==> src/rtl/comp_fill_unit.sv <==
// comp_fill_unit
//   Two-stage dictionary-compression fill pipeline between memory and a
//   compressed instruction cache. Each 32-bit word is split into three
//   fields. Stage 1 holds the word and presents the field values to three
//   external dictionaries. Stage 2 registers the dictionary keys and marks
//   the word compressible when all three fields hit. The unit also tracks
//   line position, per-line compressibility and word statistics.
//
// Ports
//   clk, reset                   clock, synchronous active-high reset
//   in_valid/in_ready            memory word handshake
//   in_addr, in_rdata            word address / raw instruction word
//   fieldN_val_lookup            field N value to dictionary N (0 when S1 empty)
//   fieldN_val_lookup_res        dictionary N hit
//   fieldN_key_found             dictionary N key on hit
//   out_valid/out_ready          result handshake toward compressed cache
//   out_addr, out_raw            address / original word of result
//   out_key                      {key3, key2, key1}, zero unless out_comp
//   out_comp                     all three fields hit
//   out_last                     result is the last word of its line
//   line_comp                    whole line compressible (valid with out_last)
//   comp_cnt, raw_cnt            saturating compressed / raw word counters
module comp_fill_unit #(
  parameter int unsigned F1_VAL_W   = 7,
  parameter int unsigned F2_VAL_W   = 15,
  parameter int unsigned F3_VAL_W   = 10,
  parameter int unsigned F1_KEY_W   = 3,
  parameter int unsigned F2_KEY_W   = 8,
  parameter int unsigned F3_KEY_W   = 5,
  parameter int unsigned BLOCK_SIZE = 4
) (
  input  logic                                 clk,
  input  logic                                 reset,
  input  logic                                 in_valid,
  output logic                                 in_ready,
  input  logic [31:0]                          in_addr,
  input  logic [31:0]                          in_rdata,
  output logic [F1_VAL_W-1:0]                  field1_val_lookup,
  input  logic                                 field1_val_lookup_res,
  input  logic [F1_KEY_W-1:0]                  field1_key_found,
  output logic [F2_VAL_W-1:0]                  field2_val_lookup,
  input  logic                                 field2_val_lookup_res,
  input  logic [F2_KEY_W-1:0]                  field2_key_found,
  output logic [F3_VAL_W-1:0]                  field3_val_lookup,
  input  logic                                 field3_val_lookup_res,
  input  logic [F3_KEY_W-1:0]                  field3_key_found,
  output logic                                 out_valid,
  input  logic                                 out_ready,
  output logic [31:0]                          out_addr,
  output logic [F1_KEY_W+F2_KEY_W+F3_KEY_W-1:0] out_key,
  output logic [31:0]                          out_raw,
  output logic                                 out_comp,
  output logic                                 out_last,
  output logic                                 line_comp,
  output logic [15:0]                          comp_cnt,
  output logic [15:0]                          raw_cnt
);

  localparam int unsigned KEY_W = F1_KEY_W + F2_KEY_W + F3_KEY_W;
  localparam int unsigned F2_LO = F1_VAL_W;
  localparam int unsigned F3_LO = F1_VAL_W + F2_VAL_W;
  localparam int unsigned CNT_W = (BLOCK_SIZE > 2) ? $clog2(BLOCK_SIZE) : 1;
  localparam logic [CNT_W-1:0] LAST_IDX = CNT_W'(BLOCK_SIZE - 1);

  // Stage 1
  logic              s1_valid_q, s1_valid_d;
  logic [31:0]       s1_addr_q,  s1_addr_d;
  logic [31:0]       s1_word_q,  s1_word_d;

  // Stage 2
  logic              out_valid_q, out_valid_d;
  logic [31:0]       out_addr_q,  out_addr_d;
  logic [31:0]       out_raw_q,   out_raw_d;
  logic              out_comp_q,  out_comp_d;
  logic [KEY_W-1:0]  out_key_q,   out_key_d;

  // Line tracking and statistics
  logic [CNT_W-1:0]  wcnt_q, wcnt_d;
  logic              acc_q,  acc_d;
  logic [15:0]       comp_cnt_q, comp_cnt_d;
  logic [15:0]       raw_cnt_q,  raw_cnt_d;

  logic s1_adv;
  logic in_acc;
  logic out_hs;
  logic hit_all;
  logic last_w;

  always_comb begin
    s1_adv  = s1_valid_q & (~out_valid_q | out_ready);
    in_ready = ~reset & (~s1_valid_q | s1_adv);
    in_acc  = in_valid & in_ready;
    out_hs  = out_valid_q & out_ready;
    hit_all = field1_val_lookup_res & field2_val_lookup_res & field3_val_lookup_res;
    last_w  = out_valid_q & (wcnt_q == LAST_IDX);
  end

  always_comb begin
    field1_val_lookup = '0;
    field2_val_lookup = '0;
    field3_val_lookup = '0;
    if (s1_valid_q) begin
      field1_val_lookup = s1_word_q[F1_VAL_W-1:0];
      field2_val_lookup = s1_word_q[F2_LO +: F2_VAL_W];
      field3_val_lookup = s1_word_q[F3_LO +: F3_VAL_W];
    end
  end

  always_comb begin
    s1_valid_d = s1_valid_q;
    s1_addr_d  = s1_addr_q;
    s1_word_d  = s1_word_q;
    // An accept refills S1 even when it advances in the same cycle.
    if (in_acc) begin
      s1_valid_d = 1'b1;
      s1_addr_d  = in_addr;
      s1_word_d  = in_rdata;
    end else if (s1_adv) begin
      s1_valid_d = 1'b0;
    end
  end

  always_comb begin
    out_valid_d = out_valid_q;
    out_addr_d  = out_addr_q;
    out_raw_d   = out_raw_q;
    out_comp_d  = out_comp_q;
    out_key_d   = out_key_q;
    if (s1_adv) begin
      out_valid_d = 1'b1;
      out_addr_d  = s1_addr_q;
      out_raw_d   = s1_word_q;
      out_comp_d  = hit_all;
      out_key_d   = hit_all ? {field3_key_found, field2_key_found, field1_key_found} : '0;
    end else if (out_hs) begin
      out_valid_d = 1'b0;
    end
  end

  always_comb begin
    wcnt_d     = wcnt_q;
    acc_d      = acc_q;
    comp_cnt_d = comp_cnt_q;
    raw_cnt_d  = raw_cnt_q;
    if (out_hs) begin
      wcnt_d = wcnt_q + CNT_W'(1);
      acc_d  = last_w ? 1'b1 : (acc_q & out_comp_q);
      if (out_comp_q) begin
        if (comp_cnt_q != '1) comp_cnt_d = comp_cnt_q + 16'd1;
      end else begin
        if (raw_cnt_q != '1) raw_cnt_d = raw_cnt_q + 16'd1;
      end
    end
  end

  always_ff @(posedge clk) begin
    if (reset) begin
      s1_valid_q  <= 1'b0;
      s1_addr_q   <= '0;
      s1_word_q   <= '0;
      out_valid_q <= 1'b0;
      out_addr_q  <= '0;
      out_raw_q   <= '0;
      out_comp_q  <= 1'b0;
      out_key_q   <= '0;
      wcnt_q      <= '0;
      acc_q       <= 1'b1;
      comp_cnt_q  <= '0;
      raw_cnt_q   <= '0;
    end else begin
      s1_valid_q  <= s1_valid_d;
      s1_addr_q   <= s1_addr_d;
      s1_word_q   <= s1_word_d;
      out_valid_q <= out_valid_d;
      out_addr_q  <= out_addr_d;
      out_raw_q   <= out_raw_d;
      out_comp_q  <= out_comp_d;
      out_key_q   <= out_key_d;
      wcnt_q      <= wcnt_d;
      acc_q       <= acc_d;
      comp_cnt_q  <= comp_cnt_d;
      raw_cnt_q   <= raw_cnt_d;
    end
  end

  always_comb begin
    out_valid = out_valid_q;
    out_addr  = out_addr_q;
    out_raw   = out_raw_q;
    out_comp  = out_comp_q;
    out_key   = out_key_q;
    out_last  = last_w;
    // Accumulator holds the AND of earlier words; fold in the current one.
    line_comp = acc_q & out_comp_q;
    comp_cnt  = comp_cnt_q;
    raw_cnt   = raw_cnt_q;
  end

endmodule

==> config.mk <==
export PLATFORM = sky130hd
export DESIGN_NAME = comp_fill_unit
export DESIGN_NICKNAME = d
export VERILOG_FILES = /design/src/rtl/comp_fill_unit.sv
export SDC_FILE = /design/constraint.sdc
export NUM_CORES = 1
export LEC_CHECK = 0
export CORE_UTILIZATION = 49
export DETAILED_ROUTE_END_ITERATION = 10
export MAX_ROUTING_LAYER = met4
export PLACE_DENSITY = 0.85
export SLEW_MARGIN = 5
export SYNTH_ARGS = -nofsm -noshare
export SYNTH_HDL_FRONTEND = slang
export SYNTH_SLANG_ARGS = --single-unit
==> constraint.sdc <==
create_clock -name clk -period 5.05 [get_ports clk]
set_input_delay 1.01 -clock clk [delete_from_list [all_inputs] [get_ports clk]]
set_output_delay 1.01 -clock clk [all_outputs]
set_load 0.1 [all_outputs]
After elaboration in Yosys (flattened, before gate mapping)
Cells that the tools add are included.
{"block": "op_classes", "add_sub_neg": 3, "eq_ne": 3, "n_mux": 9, "bitwise_logic": 14, "reduce_logical": 4}
{"operator": "$add 16x1->16 const B", "count": 2}
{"operator": "$ne 16x16->1 const B", "count": 2}
{"operator": "$mux 16", "count": 1}
{"operator": "$mux 15", "count": 1}
{"operator": "$mux 10", "count": 1}
{"operator": "$and 1x1->1", "count": 8}
{"operator": "$mux 7", "count": 1}
{"operator": "$reduce_and 3->1", "count": 2}
{"operator": "$mux 1", "count": 5}
{"operator": "$not 1->1", "count": 4}
{"operator": "$reduce_bool 2->1", "count": 2}
{"operator": "$add 2x1->2 const B", "count": 1}
{"operator": "$eq 2x2->1 const B", "count": 1}
{"operator": "$or 1x1->1", "count": 2}
{"block": "totals", "ff_bits": 182, "input_bits": 87, "out_inout_bits": 149, "elab_cells": 45}

Logic depth before layout (Yosys ltp)
Gate-level depths: netlist (run 1).
{"block": "logic_depth", "depth_word": 7, "depth_mapped": 7, "ltp_nobuf": 6}

Worst setup path after synthesis (run 1)
No wires, ideal clock.
{"block": "synth_timing", "path_kind": "input to output", "from": "in out_ready", "to": "out in_ready", "t_arrival_ns": 2.624, "required_time_ns": 4.040, "slack_ns": 1.416, "stages": 2, "path_buffers": 0, "cell_sequence": "nor2b_1 a21oi_1"}
{"block": "synth_between", "elab_chain_cells": 4}
{"element": "start: declaration", "line": "48", "source": "input logic out_ready,"}
{"element": "$or 1x1->1", "line": "90", "source": "s1_adv = s1_valid_q & (~out_valid_q | out_ready);"}
{"element": "$and 1x1->1", "line": "90"}
{"element": "$or 1x1->1", "line": "91", "source": "in_ready = ~reset & (~s1_valid_q | s1_adv);"}
{"element": "$and 1x1->1", "line": "91"}
{"element": "end: declaration", "line": "35", "source": "output logic in_ready,"}
No other way between the ends.

Worst setup path in the final report (run 1)
{"block": "layout_timing", "from": "reg s1_valid_q", "to": "out field3_val_lookup[3]"}
{"block": "layout_between", "elab_chain_cells": 1}
{"element": "start: declaration", "line": "66", "source": "logic s1_valid_q, s1_valid_d;"}
{"element": "start signal: assignment", "line": "171", "source": "s1_valid_q <= s1_valid_d;"}
{"element": "$mux 10", "line": "102", "source": "if (s1_valid_q) begin"}
{"element": "end: declaration", "line": "44", "source": "output logic [F3_VAL_W-1:0] field3_val_lookup,"}
No other way between the ends.

==> results of run 1 <==
cell families (layout without fill, tap and decap cells):
logic type | count (synthesis) | in the layout
DFF | 182 | 182
other | 0 | 1
muxes | 2 | 2
and+or+nand+nor | 478 | 478
buffers and inverters | 61 | 278
xor gates and xnor gates | 24 | 24
adders and majority gates | 3 | 3
AOI/OAI and AO/OA | 111 | 111
through the flow:
step           std cells  hold slack [ps]  power [uW]
2_1_floorplan        861              432        1850
3_3_place_gp        1226              437        2000
3_5_place_dp        1226              444        2010
4_1_cts             1258              453        3430
5_1_grt             1259              470        3530
6_report            1259              454        3410
worst max-delay path: cells and delay by family (launching register included):
family                 cells  cell delay [ps]
buffers and inverters      1             1150
AND/OR/NAND/NOR            1              240
flip-flops                 1              890
power groups by stage:
stage	Combinational [uW]	Sequential [uW]	Clock, uW
2_1_floorplan	180	1670	0
3_3_place_gp	441	1560	0
3_5_place_dp	444	1560	0
4_1_cts	447	1530	1450
5_1_grt	470	1540	1520
6_report	445	1530	1430
synthesized netlist by cell type, types with 2 or more instances:
cell type  number
nand3_1        12
clkbuf_1       29
nor3b_2         2
and3_1          3
nand2b_1        2
a31oi_1         3
xor2_1          8
a211oi_1        5
dfxtp_1       182
buf_6           2
nor2_1         51
buf_2          25
nand4_1        13
ha_1            3
nand3b_1       64
a21oi_1        75
and4_1          5
nor2b_1         2
a22oi_1        16
nor2_2          2
xnor2_1        16
a2111oi_4       2
mux2i_1         2
inv_1           2
nor4_1          3
nor3_1          5
o21ai_0         2
and2_1         37
nand2_1       270
final timing paths:
kind                                   from                    to
worst max-delay path             s1_valid_q  field3_val_lookup[3]
worst min-delay path            out_raw[11]           out_raw[11]
worst max register to register   s1_valid_q            out_key[2]
worst min register to register  out_raw[11]           out_raw[11]
cell type report:
type | instances | area share, %
clock buffer | 23 | 4.59
tap | 180 | 2.21
sequential | 182 | 35.7
clock inverter | 9 | 1.69
antenna | 1 | 0.0245
inverter | 2 | 0.0736
timing repair buffer | 244 | 23.7
multi-input combinational | 618 | 32.0
cells in the final DEF, fill, tap and decap left out, drive strengths merged, types with 2 or more instances in the layout:
master / Yosys / final
nand2: 270 / 270
clkdlybuf4s50: 0 / 233
dfxtp: 182 / 182
a21oi: 76 / 76
nand3b: 64 / 64
nor2: 53 / 53
and2: 37 / 37
clkbuf: 30 / 23
a22oi: 16 / 16
xnor2: 16 / 16
nand4: 13 / 13
nand3: 12 / 12
buf: 29 / 11
xor2: 8 / 8
nor3: 6 / 6
and4: 5 / 5
a211oi: 5 / 5
bufinv: 0 / 5
and3: 4 / 4
nor4: 4 / 4
a31oi: 3 / 3
ha: 3 / 3
clkinv: 0 / 3
a2111oi: 3 / 3
nor3b: 2 / 2
o21ai: 2 / 2
inv: 2 / 2
mux2i: 2 / 2
nor2b: 2 / 2
nand2b: 2 / 2
flip-flops by register name, indices dropped and copies added, names as in the netlist:
register / flops
out_addr: 32
out_raw: 32
s1_addr_q: 32
s1_word_q: 32
comp_cnt: 16
out_key: 16
raw_cnt: 16
wcnt_q: 2
acc_q: 1
out_comp: 1
out_valid: 1
s1_valid_q: 1
per-layer routing:
metal  GRT usage, %  vias to the layer above  share of wire (%)
li1               -                     3250                  -
met1           30.5                     3101                 42
met2           42.0                      215                 48
met3           6.87                       43                6.8
met4           12.2                        0                3.2
met5              -                        -                  0
==> results.yml, run 1 <==
synthesis:
  synthXorXnorAreaFrac_pct: 2.93
  synth_compound_area_share_pct: 9.63
  yosysUniqueCellTypes: 47
  synth_edf_count: 0
  synth.area.top_cells: "dfxtp_1 (51%), nand2_1 (14%), nand3b_1 (6.7%)"
  synth_top_family_by_area: "simple AND/OR/NAND/NOR gates"
  synth-simple-area-share_pct: 31.9
  muxShareOfSynthArea_pct: 0.279
  synth_top_area_share_pct: 50.8
  syn_nets: 951
  ys_seq_elements: 182
  syn_area_sq_um: 7170
  synth_top_area_cell: "dfxtp_1"
  synth-adder-area-share_pct: 0.523
  yosys_warnings: 0
  synth_area_per_cell_sq_um: 8.33
  synthFlopType: "dfxtp_1"
  ys_seq_area_share_pct: 50.8
  synth-async-reset-ratio_pct: 0
  synthCells: 861
timing:
  relSlewSlack_pct: 30.6
  fin_crit_ps: 3740
  rsz0062_at_grt: "no"
  drv_slew: 0
  hold_violations: 0
  setup_slack_ps: 1310
  finClkSkew_ps: 16.1
  timing.final.crit_share_pct: 74.1
  fmax_mhz: 267
  finalSetupViolations: 0
  max_slew.worst_pin.slew_ps: 1040
  finalSetupTns_ps: 0
cts:
  clockBufferDepth: 2
  cts-hold-fix-buffers: 0
  clk_latency_ps: 430
  cts_made_buffers: 17
  cts_resized: 0
  cts_root_buffer: "clkbuf_16"
  clock_sinks: 182
  cts.clk_slew.worst_paths_ps: 60
  cts.htree.levels: 4
  post_cts_buffers: 0
  tritoncts: "done"
floorplan:
  die_h_um: 123
  core_area_sq_um: 14100
  die-area_sq_um: 15100
  initial_core_util_pct: 50.9
  num_rows: 43
  io-pin-count: 236
  die_w_um: 123
finish:
  area_growth_pct: 42.2
  layout.nets: 1155
  design_area_sq_um: 10200
  layout-drive-gt1-share_pct: 5.01
  fin_util_pct: 72.4
  multi_input_area_sq_um: 3270
  seqCellArea_sq_um: 3640
  n_fill_cell: 1120
power:
  leakage_uw: 0.00382
  power_frac_comb_pct: 13.0
  p_sw_uw: 872
  power.internal_uw: 2540
  p_sw_share_pct: 25.6
  pwr-share-clk_pct: 42.1
  powerDensity_nw_per_um2: 334
  power_frac_seq_pct: 44.9
  ir_drop_v: 0.000249
grt:
  grt_pass1_wl_um: 29900
  track_usage_pct: 26.1
  grt_overflow: 0
  grt_pass1_vias: 6157
  grt_max_degree: 114
  antenna_found_initial: 1
critical_path:
  slowest_stage: "clkdlybuf4s50_1"
  endpoint_kind: "primary output"
  worstPathCellList: "and2_1, clkdlybuf4s50_1"
  regToRegSetupSlack_ps: 2530
  cp.required_ps: 4040
  start_kind: "flip-flop"
  crit_arrival_ps: 2730
  worstRegToRegCells: 5
  critical_path_class: "flip-flop to primary output"
  max_stage_delay_ps: 1150
  crit_fanout: 33
job:
  cap_violations: 0
detailed_routing:
  avgViaCountPerCell: 5.25
  via_count: 6609
  detail_route.wl_per_cell_um: 15.2
  drt_iter0_drc: 364
  final_antenna_net_count: 0
  finalWirelength_um: 19200
  drc: 0
  drt_first_pass_iters: 4
hold_path:
  whs_path_depth: 2
  hold_path.class: "flip-flop to flip-flop"
place:
  dpl-instance-area_sq_um: 9560
  post-dp-hpwl_um: 12600
  routabilityCongestion: 0.862
  pre_cts_ws_ps: 1620
  io_buffer_count: 235
run_status:
  status: "finished, final reports clean"
(Power assumes the default switching activity.)
==> run 2, diff against run 1 <==
--- a/config.mk
+++ b/config.mk
@@ -5,10 +5,10 @@
 export SDC_FILE = /design/constraint.sdc
 export NUM_CORES = 1
 export LEC_CHECK = 0
-export CORE_UTILIZATION = 49
+export CORE_UTILIZATION = 41
 export DETAILED_ROUTE_END_ITERATION = 10
 export MAX_ROUTING_LAYER = met4
-export PLACE_DENSITY = 0.85
+export PLACE_DENSITY = 0.76
 export SLEW_MARGIN = 5
 export SYNTH_ARGS = -nofsm -noshare
 export SYNTH_HDL_FRONTEND = slang
==> constraint.sdc (replaced) <==
create_clock -name clk -period 3.41 [get_ports clk]
set_input_delay 0.682 -clock clk [delete_from_list [all_inputs] [get_ports clk]]
set_output_delay 0.682 -clock clk [all_outputs]
set_load 0.1 [all_outputs]
==> run 2 against run 1 <==
  * Routed wire length up 0.20%
  * Largest cell class unchanged
  * Combinational power rose by 49%
  * Highest routed layer unchanged
  * Via count is 1.9% lower
==> results.yml, run 2 (synthesis gave the netlist of run 1 again) <==
run_status:
  status: "finished, final reports clean"
timing:
  finalSetupTns_ps: 0
  fin_crit_ps: 2740
  finClkSkew_ps: 12.3
  timing.final.crit_share_pct: 80.3
  max_slew.worst_pin.slew_ps: 1010
  holdWs_ps: 449
  finalSetupViolations: 0
  fmax_mhz: 365
  hold_violations: 0
  drv_slew: 0
  rsz0062_at_grt: "no"
  relSlewSlack_pct: 32.6
floorplan:
  io-pin-count: 236
  initial_core_util_pct: 42.6
  die-area_sq_um: 18000
  num_rows: 47
  core_area_sq_um: 16800
  die_h_um: 134
  die_w_um: 134
cts:
  cts_made_buffers: 17
  cts_root_buffer: "clkbuf_16"
  cts.htree.levels: 4
  clock_sinks: 182
  post_cts_buffers: 0
  cts.clk_slew.worst_paths_ps: 60
  clk_latency_ps: 420
  cts_resized: 0
  tritoncts: "done"
  cts-hold-fix-buffers: 0
  clockBufferDepth: 2
power:
  leakage_uw: 0.00395
  ir_drop_v: 0.000352
  powerDensity_nw_per_um2: 475
critical_path:
  slowest_stage: "clkdlybuf4s50_1"
  max_stage_delay_ps: 530
  cp.required_ps: 2730
  worstPathCellList: "clkdlybuf4s50_1, nor2b_1, a21oi_2, buf_12"
  regToRegSetupSlack_ps: 1310
  critical_path_class: "input port to primary output"
  start_kind: "input port"
  endpoint_kind: "primary output"
  crit_arrival_ps: 2050
  crit_fanout: 7
grt:
  antenna_found_initial: 0
  grt_overflow: 0
  grt_max_degree: 74
  track_usage_pct: 21.7
  grt_pass1_wl_um: 30200
  grt_pass1_vias: 5956
finish:
  final_common_cell: "nand2_1"
  area_growth_pct: 38.7
  layout.nets: 1156
  insertedDiodeCount: 0
  layout-drive-gt1-share_pct: 12.9
  stdcell_count: 1297
  layout_common_cells: "nand2_1 (269), dfxtp_1 (182), clkdlybuf4s50_1 (147), buf_4 (97), a21oi_1 (74)"
detailed_routing:
  finalWirelength_um: 19200
  via_count: 6481
  drt_iter0_drc: 318
  wl_met1_um: 8810
  final_antenna_net_count: 0
  detail_route.wl_per_cell_um: 14.8
  maxUsedRoutingLayer: "met4"
  dr_wl_met2_um: 9000
  wl_met3_um: 1120
  avgViaCountPerCell: 5.00
  drc: 0
  drt_first_pass_iters: 5
place:
  dpl.cell_count: 1267
  routabilityCongestion: 0.822
  post-dp-hpwl_um: 12400
  io_buffer_count: 235
hold_path:
  hold_path.class: "flip-flop to flip-flop"
job:
  cap_violations: 0
-- run 2: changes by cell type in the layout (fill, tap and decap cells not counted), sizes merged --
cell / delta
clkinvlp: +1
clkdlybuf4s50: -86
buf: +87
clkinv: +1
bufinv: -4
diode: -1
-- run 2: final timing paths --
kind	from	to	depth (start not counted)
setup / recovery	out_ready	in_ready	4
hold / removal	s1_addr_q[30]	out_addr[30]	2
setup reg to reg	out_valid	out_addr[24]	5
hold reg to reg	s1_addr_q[30]	out_addr[30]	2
-- run 2: final cells by class --
cell class,instances,area [sq um]
clock buffers,23,458
clock inverters,7,76.3
fillers,1524,6870
inverters,2,7.51
multi-input cells,618,3270
flip-flops and latches,182,3640
well taps,220,275
repair buffers,245,2220
-- run 2: metrics by stage --
stage | setup slack (ps) | area (sq um) | utilization (%) | total power, uW
final | 673 | 9950 | 59.2 | 4730
after floorplan | 640 | 7180 | - | 2740
after global placement | 599 | 9420 | 56.0 | 2970
after detailed placement | 491 | 9420 | 56.0 | 2970
after CTS | 658 | 9950 | 59.2 | 4780
after global routing | 528 | 9950 | 59.2 | 4910
-- run 2: per-layer routing --
metal	up-vias	GRT usage, %
li1	3265	-
met1	2995	27.0
met2	206	34.7
met3	15	5.82
met4	0	6.12
met5	-	-
-- run 2: power breakdown --
part / switching [uW] / internal (uW) / total (uW)
combinational: 450 / 211 / 661
clock: 785 / 1020 / 1800
sequential: 50.6 / 2210 / 2260
-- run 2: worst max-delay path, delay by kind of cell --
family,cells,cell delay [ps]
AOI/OAI and AO/OA,1,190
and+or+nand+nor,1,440
buffers and inverters,2,730
